===== config.mk =====
export PLATFORM = sky130hd
export DESIGN_NAME = uart_tx_buffered
export DESIGN_NICKNAME = d
export VERILOG_FILES = /design/src/rtl/uart_pkg.sv /design/src/rtl/uart_byte_fifo.sv /design/src/rtl/uart_tx_buffered.sv
export SDC_FILE = /design/constraint.sdc
export NUM_CORES = 1
export LEC_CHECK = 0
export CAP_MARGIN = 40
export CORE_AREA = 5 5 119 132
export DETAILED_ROUTE_END_ITERATION = 10
export DIE_AREA = 0 0 124 137
export DONT_BUFFER_PORTS = 1
export MAX_ROUTING_LAYER = met4
export PLACE_DENSITY_LB_ADDON = 0.1
export SETUP_SLACK_MARGIN = 0.02
export SLEW_MARGIN = 20
export SYNTH_ARGS = -nofsm -noshare
export SYNTH_HDL_FRONTEND = slang
export SYNTH_SLANG_ARGS = --single-unit

===== constraint.sdc =====
create_clock -name baud -period 2.87 [get_ports baud]
set_input_delay 0.1435 -clock baud [delete_from_list [all_inputs] [get_ports baud]]
set_output_delay 0.1435 -clock baud [all_outputs]
set_load 0.01 [all_outputs]

===== src/rtl/uart_pkg.sv =====
// Shared UART definitions: character-set limits, the character filter used by
// both the transmit queue and the receive-side echo, and the TX state type.
package uart_pkg;

    // Printable English ASCII range
    localparam logic [7:0] ASCII_LO = 8'h20;
    localparam logic [7:0] ASCII_HI = 8'h7E;

    // Thai TIS-620 range (upper half of the byte space)
    localparam logic [7:0] THAI_LO  = 8'hA0;
    localparam logic [7:0] THAI_HI  = 8'hFF;

    // Line-control characters that are let through the filter
    localparam logic [7:0] CH_LF    = 8'h0A;
    localparam logic [7:0] CH_CR    = 8'h0D;

    // Serializer states
    typedef enum logic [1:0] {
        IDLE  = 2'd0,
        START = 2'd1,
        DATA  = 2'd2,
        STOP  = 2'd3
    } tx_state_e;

    // Inclusive range test, kept generic so callers never compare against
    // a bound that is already the edge of the byte range
    function automatic logic in_range(input logic [7:0] ch,
                                      input logic [7:0] lo,
                                      input logic [7:0] hi);
        return (ch >= lo) && (ch <= hi);
    endfunction

    // True when the byte belongs to the Thai half of the character set
    function automatic logic is_thai_char(input logic [7:0] ch);
        return in_range(ch, THAI_LO, THAI_HI);
    endfunction

    // True for any byte the board is allowed to put on the wire
    function automatic logic char_ok(input logic [7:0] ch);
        return in_range(ch, ASCII_LO, ASCII_HI) ||
               is_thai_char(ch)                 ||
               (ch == CH_LF)                    ||
               (ch == CH_CR);
    endfunction

endpackage


===== src/rtl/uart_byte_fifo.sv =====
// Synchronous byte queue with first-word fall-through read data: the entry at
// the head is always visible on rd_data_o, so the consumer can use it in the
// same cycle it pops. Pushes while full and pops while empty are ignored.
module uart_byte_fifo #(
    parameter int DEPTH = 16,
    parameter int WIDTH = 8
) (
    input  logic                       clk_i,
    input  logic                       reset_i,
    input  logic                       wr_en_i,
    input  logic [WIDTH-1:0]           wr_data_i,
    input  logic                       rd_en_i,
    output logic [WIDTH-1:0]           rd_data_o,
    output logic                       full_o,
    output logic                       empty_o,
    output logic [$clog2(DEPTH):0]     count_o
);

    localparam int PTR_W = $clog2(DEPTH);
    localparam int CNT_W = PTR_W + 1;

    logic [WIDTH-1:0] mem_q [DEPTH];
    logic [PTR_W-1:0] wrPtr_q;
    logic [PTR_W-1:0] rdPtr_q;
    logic [CNT_W-1:0] count_q;
    logic [CNT_W-1:0] count_d;
    logic             push;
    logic             pop;

    assign full_o    = (count_q == CNT_W'(DEPTH));
    assign empty_o   = (count_q == '0);
    assign count_o   = count_q;
    assign rd_data_o = mem_q[rdPtr_q];

    assign push = wr_en_i & ~full_o;
    assign pop  = rd_en_i & ~empty_o;

    // Occupancy follows push/pop; simultaneous push and pop leave it unchanged
    always_comb begin
        count_d = count_q;
        unique case ({push, pop})
            2'b10:   count_d = count_q + CNT_W'(1);
            2'b01:   count_d = count_q - CNT_W'(1);
            default: count_d = count_q;
        endcase
    end

    // Pointers wrap naturally because the depth is a power of two
    always_ff @(posedge clk_i) begin
        if (reset_i) begin
            wrPtr_q <= '0;
            rdPtr_q <= '0;
            count_q <= '0;
        end else begin
            if (push) begin
                wrPtr_q <= wrPtr_q + PTR_W'(1);
            end
            if (pop) begin
                rdPtr_q <= rdPtr_q + PTR_W'(1);
            end
            count_q <= count_d;
        end
    end

    // Storage needs no reset; only entries between the pointers are ever read
    always_ff @(posedge clk_i) begin
        if (push) begin
            mem_q[wrPtr_q] <= wr_data_i;
        end
    end

endmodule


===== src/rtl/uart_tx_buffered.sv =====
// Buffered 8N1 transmitter: filters incoming bytes to the supported character
// sets, queues accepted ones, and serializes them back to back on RsTx. Each
// serial bit lasts OVERSAMPLE cycles of the oversampled baud clock.
module uart_tx_buffered
    import uart_pkg::*;
#(
    parameter int OVERSAMPLE = 16,
    parameter int FIFO_DEPTH = 16
) (
    input  logic       baud,
    input  logic       reset,
    input  logic [7:0] in_data,
    input  logic       in_valid,
    output logic       in_ready,
    output logic       RsTx,
    output logic       busy,
    output logic       is_thai,
    output logic       dropped
);

    localparam int TICK_W = (OVERSAMPLE > 2) ? $clog2(OVERSAMPLE) : 1;
    localparam int CNT_W  = $clog2(FIFO_DEPTH) + 1;
    localparam logic [TICK_W-1:0] TICK_LAST = TICK_W'(OVERSAMPLE - 1);

    tx_state_e         state_q;
    logic              tx_q;
    logic [TICK_W-1:0] tickCnt_q;
    logic [2:0]        bitIdx_q;
    logic [7:0]        shiftReg_q;
    logic              isThai_q;
    logic              dropped_q;

    logic              consume;
    logic              charAccepted;
    logic              accept;
    logic              reject;
    logic              tickLast;
    logic              popNow;
    logic [7:0]        fifoRdData;
    logic              fifoFull;
    logic              fifoEmpty;
    logic [CNT_W-1:0]  fifoCount;

    // Producer handshake and character filter
    assign in_ready     = ~fifoFull & ~reset;
    assign consume      = in_valid & in_ready;
    assign charAccepted = char_ok(in_data);
    assign accept       = consume & charAccepted;
    assign reject       = consume & ~charAccepted;

    // A new frame is fetched from idle, or on the last stop-bit cycle so that
    // consecutive frames leave no idle bit between them
    assign tickLast = (tickCnt_q == TICK_LAST);
    assign popNow   = ~fifoEmpty &
                      ((state_q == IDLE) | ((state_q == STOP) & tickLast));

    uart_byte_fifo #(
        .DEPTH (FIFO_DEPTH),
        .WIDTH (8)
    ) u_fifo (
        .clk_i     (baud),
        .reset_i   (reset),
        .wr_en_i   (accept),
        .wr_data_i (in_data),
        .rd_en_i   (popNow),
        .rd_data_o (fifoRdData),
        .full_o    (fifoFull),
        .empty_o   (fifoEmpty),
        .count_o   (fifoCount)
    );

    // Frame sequencer: start bit, eight data bits LSB first, stop bit; the
    // line level is registered so RsTx never sees a combinational path
    always_ff @(posedge baud) begin
        if (reset) begin
            state_q    <= IDLE;
            tx_q       <= 1'b1;
            tickCnt_q  <= '0;
            bitIdx_q   <= '0;
            shiftReg_q <= '0;
            isThai_q   <= 1'b0;
        end else begin
            unique case (state_q)
                IDLE: begin
                    tickCnt_q <= '0;
                    bitIdx_q  <= '0;
                    if (popNow) begin
                        state_q    <= START;
                        tx_q       <= 1'b0;
                        shiftReg_q <= fifoRdData;
                        isThai_q   <= is_thai_char(fifoRdData);
                    end
                end
                START: begin
                    if (tickLast) begin
                        state_q    <= DATA;
                        tickCnt_q  <= '0;
                        bitIdx_q   <= '0;
                        tx_q       <= shiftReg_q[0];
                        shiftReg_q <= {1'b0, shiftReg_q[7:1]};
                    end else begin
                        tickCnt_q <= tickCnt_q + TICK_W'(1);
                    end
                end
                DATA: begin
                    if (tickLast) begin
                        tickCnt_q <= '0;
                        if (bitIdx_q == 3'd7) begin
                            state_q <= STOP;
                            tx_q    <= 1'b1;
                        end else begin
                            bitIdx_q   <= bitIdx_q + 3'd1;
                            tx_q       <= shiftReg_q[0];
                            shiftReg_q <= {1'b0, shiftReg_q[7:1]};
                        end
                    end else begin
                        tickCnt_q <= tickCnt_q + TICK_W'(1);
                    end
                end
                STOP: begin
                    if (tickLast) begin
                        tickCnt_q <= '0;
                        bitIdx_q  <= '0;
                        if (popNow) begin
                            state_q    <= START;
                            tx_q       <= 1'b0;
                            shiftReg_q <= fifoRdData;
                            isThai_q   <= is_thai_char(fifoRdData);
                        end else begin
                            state_q <= IDLE;
                        end
                    end else begin
                        tickCnt_q <= tickCnt_q + TICK_W'(1);
                    end
                end
                default: begin
                    state_q <= IDLE;
                    tx_q    <= 1'b1;
                end
            endcase
        end
    end

    // One-cycle pulse for every consumed byte the filter throws away
    always_ff @(posedge baud) begin
        if (reset) begin
            dropped_q <= 1'b0;
        end else begin
            dropped_q <= reject;
        end
    end

    assign RsTx    = tx_q;
    assign is_thai = isThai_q;
    assign dropped = dropped_q;
    assign busy    = (state_q != IDLE) | (fifoCount != '0);

endmodule


# After elaboration in Yosys (flattened, before gate mapping)
# Memory sizes are Yosys's and may differ from the RTL's. A register that Yosys moved wholly into a read port is not among the register bits.
# Index checks and enable logic that the tools add are counted.
# word_totals
ff_bits	33
latch_bits	0
mem_bits_rw	128
rom_bits	0
in_bits	11
out_inout_bits	5
word_cells	106
memories	1
# mem_list
name	words	width	rd	rd_clocked_by_memory_dff	wr	line_no	text
u_fifo.mem_q	16	8	1	1	1	uart_byte_fifo.sv:22	logic [WIDTH-1:0] mem_q [DEPTH];
# classes
addsub	6
multipliers	0
n_div	0
magnitude_cmp	6
eq_ne	17
shifts	0
muxes	33
bitwise	14
reduce_logical	19
# ops
cell	n
8-bit two-way mux	5
8-bit case mux with 4 select lines	1
8-bit by 4-bit equality test with 1-bit output, second input constant	2
8-bit >= comparator, second input constant	2
8-bit <= comparator, second input constant	2
4-bit by 1-bit adder with 4-bit output, second input constant	3
4-bit two-way mux	3
1-bit two-way mux	10
2-bit two-way mux	5
2-bit != test, second input constant	5
5-bit case mux with 2 select lines	1
3-bit two-way mux	3
3-bit case mux with 3 select lines	1
1-bit bitwise AND	8
8-bit by 6-bit >= comparator with 1-bit output, second input constant	1
8-bit by 7-bit <= comparator with 1-bit output, second input constant	1
2-bit case mux with 4 select lines	1
4-bit case mux with 2 select lines	1
2-bit equality test, second input constant	3
3-bit AND reduction	2
2-bit nonzero test	3
5-bit by 1-bit adder with 5-bit output, second input constant	1
5-bit equality test, second input constant	1
5-bit logical NOT	1
19 further kinds	29

# Longest topological paths before layout
# Gate-level depths: netlist of the first run.
# depth
depth_word	9
depth_mapped	15
depth_no_buf	13

# By module
# A second synthesis of the first run with hierarchy kept.
# unflattened
cells_unflattened	419
area_unflattened_um2	6861.6
# modules_own_cells
module	n_inst	cells_per_inst	area_per_inst_um2	seq_area_each_um2
uart_byte_fifo	1	296	5753.0	4184.0
uart_tx_buffered	1	123	1108.6	400.4

# Least setup slack after synthesis of the first run
# OpenSTA, ideal clock, no wires.
# synth_timing
path_type	input -> register
startpoint	input port in_data[0]
endpoint	register u_fifo.count_q[4] (netlist: u_fifo.count_o[4])
setup_time_ns	0.070
arrival_ns	2.850
required_time_ns	2.800
setup_slack_ns	-0.050
stages	14
n_path_buf	2
cell_sequence	or3b_1 a2111oi_2 o311a_2 buf_6 inv_1 ha_1 buf_2 xor2_1 ha_1 nand2b_1 a21boi_1 o21a_1 or4_1 a21oi_1
# synth_via
elab_chain_cells	9
word_cells_on_any_way	17
classes_between	order compare (4); eq/ne (4); mux (1); bitwise (2); reduce/logical (6)
# synth_lines
element	line_no	text
start, declared	uart_tx_buffered.sv:12	input logic [7:0] in_data,
8-bit by 6-bit >= comparator with 1-bit output, or another cell as far along	uart_pkg.sv:30	return (ch >= lo) && (ch <= hi);
1-bit logical AND	uart_pkg.sv:30	
1-bit logical OR	uart_pkg.sv:40	return in_range(ch, ASCII_LO, ASCII_HI) ||
1-bit logical OR	uart_pkg.sv:41	is_thai_char(ch) ||
1-bit logical OR *	uart_pkg.sv:42	(ch == CH_LF) ||
1-bit bitwise AND *	uart_tx_buffered.sv:48	assign accept = consume & charAccepted;
1-bit bitwise AND *	uart_byte_fifo.sv:35	assign push = wr_en_i & ~full_o;
2-bit by 1-bit equality test with 1-bit output / 2-bit equality test (equally long branches)	uart_byte_fifo.sv:41	unique case ({push, pop})
5-bit case mux with 2 select lines / 2-bit nonzero test (equally long branches)	--	
end signal, assigned	uart_byte_fifo.sv:61	count_q <= count_d;
end, declared	uart_byte_fifo.sv:25	logic [CNT_W-1:0] count_q;
# Mark *: on every way between the ends. The rest lies on a longest branch, timed or not.
# A chain may end at the register's enable or synchronous reset.

# Worst setup path after layout of the first run
# layout_timing
startpoint	register u_fifo.count_q[0] (netlist: u_fifo.count_o[0])
endpoint	register u_fifo.count_q[3] (netlist: u_fifo.count_o[3])
# layout_via
elab_chain_cells	8
word_cells_on_any_way	16
classes_between	add/sub (2); eq/ne (3); mux (1); bitwise (8); reduce/logical (2)
# layout_lines
element	line_no	text
5-bit equality test	uart_byte_fifo.sv:30	assign full_o = (count_q == CNT_W'(DEPTH));
1-bit inverter	uart_byte_fifo.sv:35, uart_tx_buffered.sv:45	
1-bit bitwise AND	uart_tx_buffered.sv:45	assign in_ready = ~fifoFull & ~reset;
1-bit bitwise AND	uart_tx_buffered.sv:46	assign consume = in_valid & in_ready;
1-bit bitwise AND	uart_tx_buffered.sv:48	
1-bit bitwise AND	uart_byte_fifo.sv:35	
2-bit by 1-bit equality test with 1-bit output / 2-bit equality test (equally long branches)	uart_byte_fifo.sv:41	
5-bit case mux with 2 select lines / 2-bit nonzero test (equally long branches)	--	
# Several ways; a longest one is shown, not always the timed one.

==> flow_summary.toml, run 1 <==
[synthesis]
synth_compound_gate_area_share_pct = 4.479
synth.mux.area_fraction_pct = 14.39
synth_area_leaders = "edfxtp_1, dfxtp_1, mux4_2"
synth_top_cell_by_area = "edfxtp_1"
post_synth_fa_ha_maj_area_fraction_pct = 3.070
yosysWarnings = 0
synth_common_cells = "edfxtp_1, dfxtp_1, nor2_1, nand2_1, mux4_2"
synth_top_area_share_pct = 55.48
synth-xor-area-share_pct = 1.138
ys_seq_area_share_pct = 66.17
synthSimpleGateAreaFrac_pct = 7.965
yosysUniqueCellTypes = 49
syn_nets = 450
synthCells = 422
synth-edff-count = 128
ys_ff_latch = 165
synth.avg_cell_area_sq_um = 16.42
synth_ff_type = "edfxtp_1"
synth.most_common_cell = "edfxtp_1"
syn_area_sq_um = 6928
synth_top_family_by_area = "multiplexers"
async_flop_share_pct = 0

[layout]
stdcell_count = 662
post-route-util_pct = 56.31
synthToLayoutAreaGrowth_pct = 15.55
final_nets = 485
n_antenna_cell = 0
n_fill_cell = 1127
layout-drive-gt1-share_pct = 18.51

[place]
hpwl_microns = 8898
io_buffers = 0
place_inst = 618
dp_slack_ps = 99.26
gp_congestion = 0.7353

[cts]
cts-root-buf = "clkbuf_16"
cts_tree = "yes"
cts_inserted_buffers = 17
htreeDepth = 4
path_clk_slew_ps = 60
cts_sinks = 165
clk_path_buf_depth = 2
insertion_delay_ps = 420

[sta]
finalMaxSlewViolations = 0
min_period_ps = 2700
setup_tns_ps = 0
hold_viol = 0
fmax_mhz = 370.3
setup_viol = 0
clock_skew_ps = 7.196
worstMarginPinSlew_ps = 675.8
relSlewSlack_pct = 54.47
setup_slack_ps = 169.7
post-route-period-util_pct = 94.09

[worst_setup_path]
crit_arrival_ps = 3050
crit_fanout = 6
crit_family = "simple AND/OR/NAND/NOR gates"
critical_path_class = "flop to flop"
crit_required_ps = 3220
r2r_slack_ps = 170
worst-path-buf-inv = 3
slowest_stage = "or3b_1"
cp-end-kind = "flop"
crit_chain = "nor4_4 -> a211oi_2 -> buf_4 -> o311a_4 -> inv_1 -> ha_2 -> buf_4 -> or3b_1 -> a21boi_0 -> nor3_1 -> or3b_1 -> a21oi_1"
cpPeakStageDelay_ps = 350
cp-start-kind = "flop"

[grt]
grt_overflow = 0
grtUsageTotal_pct = 19.03
grt_antenna_before_repair = 1
grt_pass1_wl_microns = 22070
grt_max_degree = 33
grt_pass1_vias = 3768

[pwr]
pwr-share-comb_pct = 23.7
p_leak_nw = 2.740
power_switching_share_pct = 26.99
seqPwrFrac_pct = 41.4
ir_worst_vdd_uv = 429.2
intPower_mw = 4.931
p_sw_mw = 1.823
clkPwrFrac_pct = 34.9
cellPowerDensity_nw_per_um2 = 843.7

[floorplanning]
die_area_sq_um = 16990
std_cell_rows = 46
start_util_pct = 48.73
die_h_microns = 137
chipWidth_microns = 124
ios = 16
core_sq_um = 14220

[routing]
routedWlPerCell_microns = 21.91
ant_nets = 0
num_vias = 3724
drtPass1Iterations = 4
drc = 0
wirelength_microns = 14500
first_iter_violations = 227
vias_per_cell = 5.625

[run]
max-cap-violations = 0

[outcome]
status = "complete, no violations"

[worst_hold_path]
hold_path.class = "primary input to flop"
## power groups by stage
stage	clock, mW	sequential [mW]	combinational [mW]
after global routing	2.48	2.81	1.77
after CTS	2.40	2.80	1.60
after detailed placement	0	2.85	1.55
after global placement	0	2.84	1.52
after floorplan	0	2.82	1.22
final	2.36	2.80	1.60
## registers in the layout, indices dropped and copies added (netlist names), named ones only
name            flops
bitIdx_q            3
state_q             2
u_fifo.wrPtr_q      4
dropped             1
shiftReg_q          8
RsTx                1
u_fifo.rdPtr_q      4
tickCnt_q           4
u_fifo.count_o      5
is_thai             1
u_fifo.mem_q      128
## logic make-up (layout without fill, tap and decap cells)
logic type | Yosys count | count (layout)
AO/OA/AOI/OAI | 43 | 43
XOR/XNOR | 9 | 9
adder cells (fa/ha/maj) | 17 | 17
buffers and inverters | 33 | 81
flip-flops | 165 | 165
multiplexers | 47 | 47
AND/OR/NAND/NOR | 108 | 108
## metrics by stage
stage	instance area [sq um]	hold slack [ps]	power (mW)
final	8005	19.29	6.754
after global routing	8005	2.366	7.072
after CTS	7988	4.956	6.796
after detailed placement	7253	218.6	4.393
after global placement	7253	217.6	4.360
after floorplan	6958	242.4	4.040
## repair_timing
| action | CTS | global route |
|---|---|---|
| endpoints found under the setup margin | 0 | 1 |
| hold buffers | 11 | 0 |
| buffers inserted | 0 | 1 |
| gates resized for setup | 0 | 4 |
| endpoints found under the hold margin | 164 | 0 |
## cell type report
type                            count  area [sq um]  share of cell area (%)
Timing Repair Buffer               38         335.3                   4.189
Clock inverter                     13         181.4                   2.266
Tap cell                          192         240.2                   3.001
Inverter                           11         41.29                  0.5158
Clock buffer                       19         432.9                   5.408
Multi-Input combinational cell    224          2186                   27.31
Sequential cell                   165          4588                   57.31
## layer usage
metal / vias to the layer above / share of wire (%) / global-route usage [%]
met1: 1886 / 41 / 23.03
met5: - / 0 / -
met2: 73 / 52 / 31.32
li1: 1736 / - / -
met3: 29 / 5.2 / 4.175
met4: 0 / 2.2 / 7.304
## final timing paths
check | startpoint | cells after the start | end
setup / recovery | u_fifo.count_o[0]$_SDFFE_PP0P_ | 12 | u_fifo.count_o[3]$_SDFFE_PP0P_
hold reg to reg | tickCnt_q[0]$_SDFF_PP0_ | 1 | tickCnt_q[0]$_SDFF_PP0_
setup reg to reg | u_fifo.count_o[0]$_SDFFE_PP0P_ | 12 | u_fifo.count_o[3]$_SDFFE_PP0P_
hold / removal | in_data[6] | 2 | dropped$_SDFF_PP0_
## worst reg2reg max path: cells and delay by family, from the launching register on
kind | cells | cell delay [ps]
DFF | 1 | 330
adders and majority gates | 1 | 200
AOI/OAI and AO/OA | 4 | 600
buffers and inverters | 3 | 390
and+or+nand+nor | 4 | 1120
## placed cells by master, fill, tap and decap left out, drive strengths merged, types with 9 or more instances in the layout
cell type    count
edfxtp         128
dfxtp           37
mux4            37
nor2            29
buf             28
nand2           24
clkbuf          19
ha              17
nor3            12
mux2i           10
dlygate4sd3     10
inv             10
a21oi            9
Power figures use the tool's default switching activity.
==> run 2, diff against run 1 <==
--- a/config.mk
+++ b/config.mk
@@ -6,9 +6,9 @@
 export NUM_CORES = 1
 export LEC_CHECK = 0
 export CAP_MARGIN = 40
-export CORE_AREA = 5 5 119 132
+export CORE_AREA = 5 5 118 131
 export DETAILED_ROUTE_END_ITERATION = 10
-export DIE_AREA = 0 0 124 137
+export DIE_AREA = 0 0 123 136
 export DONT_BUFFER_PORTS = 1
 export MAX_ROUTING_LAYER = met4
 export PLACE_DENSITY_LB_ADDON = 0.1
@@ -16,4 +16,5 @@
 export SLEW_MARGIN = 20
 export SYNTH_ARGS = -nofsm -noshare
 export SYNTH_HDL_FRONTEND = slang
+export SYNTH_HIERARCHICAL = 1
 export SYNTH_SLANG_ARGS = --single-unit
==> run 2 against run 1 <==
  * Combinational power decreased by 40%
  * Setup slack worse by 100 ps
  * First-iteration DRC count increased by 43%
  * Count of clock-buffer cells in the layout shrank 2
  * Final cell count grew 1.4%
  * Synthesized cell count shrank 0.71%
  * Global-route usage increased by 0.34 points
  * Clock skew is 13 ps higher
  * Die area down 1.5%
  * Register-to-register slack worse by 100 ps
  * Design area increased by 1.3%
  * Non-clock buffer count is 9 higher
  * Critical path type unchanged
  * Critical endpoint is now u_fifo/count_o[4]$_SDFFE_PP0P_
  * Largest cell class unchanged
  * Highest routed layer unchanged
==> flow_summary.toml, run 2 <==
[place]
hpwl_microns = 8665
dpl-instance-area_sq_um = 7345
gp_congestion = 0.7723
dp_slack_ps = -81.18
io_buffers = 0

[cts]
cts_sinks = 165
clk_path_buf_depth = 2
path_clk_slew_ps = 70
insertion_delay_ps = 420
cts-root-buf = "clkbuf_16"
cts_tree = "yes"
cts_inserted_buffers = 17
htreeDepth = 4
post-cts-setup-buffers = 0

[synthesis]
ys_seq_area_share_pct = 66.81
synth_top_cell_by_area = "edfxtp_1"
yosysUniqueCellTypes = 49
synth_common_cells = "edfxtp_1, nor2_1, mux4_2, dfxtp_1"
yosysWarnings = 6
async_flop_share_pct = 0
synth.avg_cell_area_sq_um = 16.38
synth.most_common_cell = "edfxtp_1"
synth_top_area_share_pct = 56.02
syn_nets = 445
synth_ff_type = "edfxtp_1"
synthCells = 419
syn_area_sq_um = 6862
ys_ff_latch = 165
synth_area_leaders = "edfxtp_1, mux4_2, dfxtp_1"
synth-edff-count = 128

[worst_setup_path]
critical_path_class = "flop to flop"
r2r_start = "u_fifo/count_o[3]$_SDFFE_PP0P_"
crit_fanout = 4
crit_required_ps = 3170
cp-end-kind = "flop"
setup.worst_path.start = "u_fifo/count_o[3]$_SDFFE_PP0P_"
cp-start-kind = "flop"
crit_arrival_ps = 3100

[sta]
clock_skew_ps = 19.85
whs_ps = 40.32
min_period_ps = 2800
finalMaxSlewViolations = 0
setup_viol = 0
worstMarginPinSlew_ps = 542.1
rsz0062_at_grt = "true"
setup_slack_ps = 69.57
post-route-period-util_pct = 97.58
hold_viol = 0
relSlewSlack_pct = 63.86
fmax_mhz = 357.1

[worst_hold_path]
hold_path.class = "primary input to flop"
hp-start = "reset"

[layout]
final_common_cell = "edfxtp_1"
multiInputGateArea_sq_um = 2231
final_nets = 492
finish.instance_area_sq_um = 8113
layout-drive-gt1-share_pct = 27.35
seq_area_sq_um = 4593
layout_common_cells = "edfxtp_1, nor2_1, mux4_2"
largest_register_ffs = 128
n_fill_cell = 1096
regMostFlops = "u_fifo/mem_q"
synthToLayoutAreaGrowth_pct = 18.23
n_antenna_cell = 0
post-route-util_pct = 57.53

[grt]
grt_overflow = 0
grt_max_degree = 38
grtUsageTotal_pct = 19.38
grt_antenna_before_repair = 0
grt_pass1_vias = 3830
grt_pass1_wl_microns = 22310

[pwr]
ir_worst_vdd_uv = 472.8
p_leak_nw = 2.701
cellPowerDensity_nw_per_um2 = 737.9

[routing]
drtPass1Iterations = 4
drc = 0
routedWlPerCell_microns = 21.30
num_vias = 3711
first_iter_violations = 324
ant_nets = 0
vias_per_cell = 5.531
wirelength_microns = 14290

[floorplanning]
std_cell_rows = 46
chipWidth_microns = 123
start_util_pct = 48.66
die_h_microns = 136
core_sq_um = 14100
ios = 16
die_area_sq_um = 16730

[run]
max-cap-violations = 0

[outcome]
status = "complete, no violations"
==> run 2: path summary, 6_finish.rpt <==
check,to,slack (ps),depth (start not counted)
worst max-delay path,u_fifo/count_o[4]$_SDFFE_PP0P_,70,11
worst min-delay path,dropped$_SDFF_PP0_,40,4
worst max register to register,u_fifo/count_o[4]$_SDFFE_PP0P_,70,11
worst min register to register,tickCnt_q[0]$_SDFF_PP0_,450,1
==> run 2: kinds of logic (layout without fill, tap and decap cells) <==
kind of cell               after synthesis  after routing  synth area share, %
muxes                                   55             55                15.35
adders and majority gates               15             15                2.735
and+or+nand+nor                        105            105                7.877
AOI/OAI and AO/OA                       42             42                4.194
DFF                                    165            165                66.81
buffers and inverters                   26             86                1.623
xor gates and xnor gates                11             11                1.404
==> run 2: timing repair <==
item	CTS	global route
hold buffers	12	0
gates resized for setup	2	7
setup endpoints to repair	1	2
hold endpoints to repair	165	0
pin swaps	4	2
==> run 2: per-stage QoR <==
step	TNS [ps]	cells	total power [mW]
4_1_cts	0	671	6.030
3_3_place_gp	0	627	3.647
6_report	0	671	5.986
5_1_grt	-92.65	671	6.250
3_5_place_dp	-81.18	627	3.663
2_1_floorplan	-75.88	419	3.443
==> run 2: area by class of cell <==
type	count	area share, %
Clock buffer	17	5.244
Clock inverter	15	2.205
Inverter	7	0.3239
Multi-Input combinational cell	228	27.50
Sequential cell	165	56.62
Tap cell	192	2.961
Timing Repair Buffer	47	5.151
==> run 2: worst max-delay path, stage by stage (launching register included) <==
cell and delay [ps]:
dfxtp_2 340, or4_4 560, nor2_4 110, a21oi_2 40, o21a_1 120, ha_2 200
xor2_1 140, ha_2 200, nor4b_4 310, a211oi_1 110, o32ai_2 240, mux2_4 320
==> run 2: report_power, final <==
group	internal, mW	total [mW]	leakage (nW)	switching (mW)
sequential	2.65	2.71	1.46	0.0559
clock	1.38	2.32	0.290	0.940
combinational	0.464	0.964	0.956	0.500
==> run 2: layer usage <==
layer / track usage (%) / part of all wire (%)
met5: - / 0
met4: 5.723 / 0.94
met3: 4.328 / 3.4
met2: 31.60 / 52
met1: 24.50 / 44
==> run 3, diff against run 2 <==
--- a/config.mk
+++ b/config.mk
@@ -5,10 +5,11 @@
 export SDC_FILE = /design/constraint.sdc
 export NUM_CORES = 1
 export LEC_CHECK = 0
+export ABC_AREA = 1
 export CAP_MARGIN = 40
-export CORE_AREA = 5 5 118 131
+export CORE_AREA = 5 5 127 129
 export DETAILED_ROUTE_END_ITERATION = 10
-export DIE_AREA = 0 0 123 136
+export DIE_AREA = 0 0 132 134
 export DONT_BUFFER_PORTS = 1
 export MAX_ROUTING_LAYER = met4
 export PLACE_DENSITY_LB_ADDON = 0.1
==> run 3 against run 2 <==
  * Synthesized cell count grew 54%
  * Design area grew 1.8%
  * Clock power is essentially flat
  * Non-clock buffer count shrank 13
  * Synthesized area grew 6.1%
  * Die area grew 5.7%
  * Largest power group unchanged
==> flow_summary.toml, run 3 <==
[synthesis]
synthSimpleGateAreaFrac_pct = 11.70
synth_compound_gate_area_share_pct = 10.48
synth_area_leaders = "edfxtp_1, dfxtp_1, mux2i_1"
ys_seq_area_share_pct = 62.97
yosysWarnings = 6
yosysUniqueCellTypes = 39
syn_area_sq_um = 7281
synth_top_area_share_pct = 52.79
ys_ff_latch = 165
synth_common_cells = "edfxtp_1, inv_1, nand2_1, nor2_1, a21oi_1"
post_synth_fa_ha_maj_area_fraction_pct = 2.578
synth.mux.area_fraction_pct = 5.362
synth_top_family_by_area = "simple AND/OR/NAND/NOR gates"
synth_ff_type = "edfxtp_1"
synth-xor-area-share_pct = 0.9624
syn_nets = 670
synth-edff-count = 128
synth.avg_cell_area_sq_um = 11.31
synth_top_cell_by_area = "edfxtp_1"
synthCells = 644
async_flop_share_pct = 0
synth.most_common_cell = "edfxtp_1"

[layout]
final_nets = 694
synthToLayoutAreaGrowth_pct = 13.44
largest_register_ffs = 128
layout-drive-gt1-share_pct = 9.692
regMostFlops = "u_fifo/mem_q"
n_antenna_cell = 0
final_common_cell = "edfxtp_1"
layout_common_cells = "edfxtp_1, inv_1, nand2_1"

[cts]
cts_sinks = 165
insertion_delay_ps = 420
htreeDepth = 4
cts_inserted_buffers = 17
clk_path_buf_depth = 2
cts-root-buf = "clkbuf_16"
cts_tree = "yes"
path_clk_slew_ps = 60

[routing]
vias_per_cell = 5.392
first_iter_violations = 366
drtPass1Iterations = 4
num_vias = 4686
ant_nets = 0
drc = 0
wirelength_microns = 15830
routedWlPerCell_microns = 18.21

[floorplanning]
std_cell_rows = 45
core_sq_um = 14920
start_util_pct = 48.80
die_h_microns = 134
die_area_sq_um = 17690
ios = 16
chipWidth_microns = 132

[pwr]
cellPowerDensity_nw_per_um2 = 891.7
p_leak_nw = 3.058
ir_worst_vdd_uv = 563.3

[sta]
post-route-period-util_pct = 91.51
setup_tns_ps = 0
setup_slack_ps = 243.8
min_period_ps = 2626
hold_viol = 0
worstMarginPinSlew_ps = 755.5
fmax_mhz = 380.8
finalMaxSlewViolations = 0
rsz0062_at_grt = "false"
clock_skew_ps = 7.358
relSlewSlack_pct = 49.45
setup_viol = 0

[worst_setup_path]
reg2reg_depth = 17
crit_fanout = 6
r2r_start = "state_q[0]$_SDFFE_PP0P_"
critical_path_class = "flop to flop"
crit_required_ps = 3190
setup.worst_path.start = "state_q[0]$_SDFFE_PP0P_"
worstReg2RegEnd = "u_fifo/count_o[4]$_SDFFE_PP0P_"
r2r_slack_ps = 240
cp-start-kind = "flop"
crit_arrival_ps = 2950
cp-end-kind = "flop"

[outcome]
status = "complete, no violations"

[grt]
grt_pass1_wl_microns = 24960
grt_antenna_before_repair = 1
grt_overflow = 0
grt_pass1_vias = 4647
grt_max_degree = 43
grtUsageTotal_pct = 19.08

[place]
io_buffers = 0
dp_slack_ps = 321.0
gp_congestion = 0.8723
hpwl_microns = 9917

[worst_hold_path]
hp-start = "reset"
min_path_cells = 2
hold_end = "RsTx$_SDFFE_PP1P_"
hold_path.class = "primary input to flop"

[run]
max-cap-violations = 0
[run 3: cell types whose count changed in the layout (fill, tap and decap cells not counted), moves of 8 or more]
cell,before,now
o211ai_1,0,32
a21oi_1,13,49
nand3_1,2,30
o21ai_0,2,44
mux4_2,40,0
nor2_1,45,62
mux2i_1,13,39
inv_1,6,68
clkbuf_1,0,8
nand2_1,13,65
buf_4,33,21
[run 3: per-stage QoR]
step | hold slack, ps | power, mW | cells | utilization [%] | cell area, sq um
after floorplan | 212.6 | 4.686 | 644 | - | 7281
after global placement | 218.9 | 4.954 | 825 | 50.49 | 7533
after detailed placement | 222.2 | 5.018 | 825 | 50.49 | 7533
after CTS | 8.943 | 7.406 | 868 | 55.24 | 8242
after global routing | 46.41 | 7.793 | 869 | 55.35 | 8259
final | 40.01 | 7.365 | 869 | 55.35 | 8259
[run 3: kinds of logic after synthesis]
group	after synthesis
flip-flops	165
adder cells (fa/ha/maj)	15
buffers and inverters	100
XOR/XNOR	8
AO/OA/AOI/OAI	133
multiplexers	39
AND/OR/NAND/NOR	184
[run 3: layer usage]
layer / track usage (%) / share of wire, % / vias to the layer above
li1: - / - / 2300
met1: 23.28 / 43 / 2257
met2: 30.43 / 49 / 109
met3: 5.514 / 5.5 / 20
met4: 6.914 / 2.1 / 0
met5: - / 0 / -
[run 3: worst max-delay path by stage]
stage	slack (ps)	to	cells after the start
final	240	u_fifo/count_o[4]$_SDFFE_PP0P_	17
after global routing	40	u_fifo/count_o[4]$_SDFFE_PP0P_	17
after CTS	220	u_fifo/count_o[4]$_SDFFE_PP0P_	17
after detailed placement	320	u_fifo/count_o[4]$_SDFFE_PP0P_	18
after global placement	440	u_fifo/count_o[4]$_SDFFE_PP0P_	18
after floorplan	500	u_fifo/count_o[4]$_SDFFE_PP0P_	19
[run 3: timing repair]
| action | in CTS | in global routing |
|---|---|---|
| setup endpoints to repair | 0 | 1 |
| hold buffers | 11 | 0 |
| buffers inserted | 0 | 0 |
| resized for setup | 0 | 1 |
| endpoints found under the hold margin | 154 | 0 |
[run 3: cell type report]
class	instances	area [sq um]
inverters	71	269.0
repair buffers	34	305.3
multi-input cells	379	2263
clock inverters	6	128.9
clock buffers	26	469.2
fillers	1262	6661
well taps	188	235.2
flip-flops and latches	165	4588
[run 3: power by group]
part,internal (mW),leakage (nW),switching [mW]
Combinational,0.799,1.31,1.31
Sequential,2.74,1.46,0.189
Clock,1.48,0.288,0.847
Total,5.01,3.06,2.35
[run 3: worst max-delay path, cell delays in order (launching register included)]
cell and delay, ps:
dfxtp_1 410, ha_1 260, nor2_1 80, nor2_2 190, nand2_4 110, inv_1 110
nand2_4 90, inv_2 90, ha_1 270, xor2_1 240, ha_1 190, inv_1 40
nand2_1 100, nand2_1 100, nand3_1 80, nand3_1 80, nand2_1 70, inv_1 30
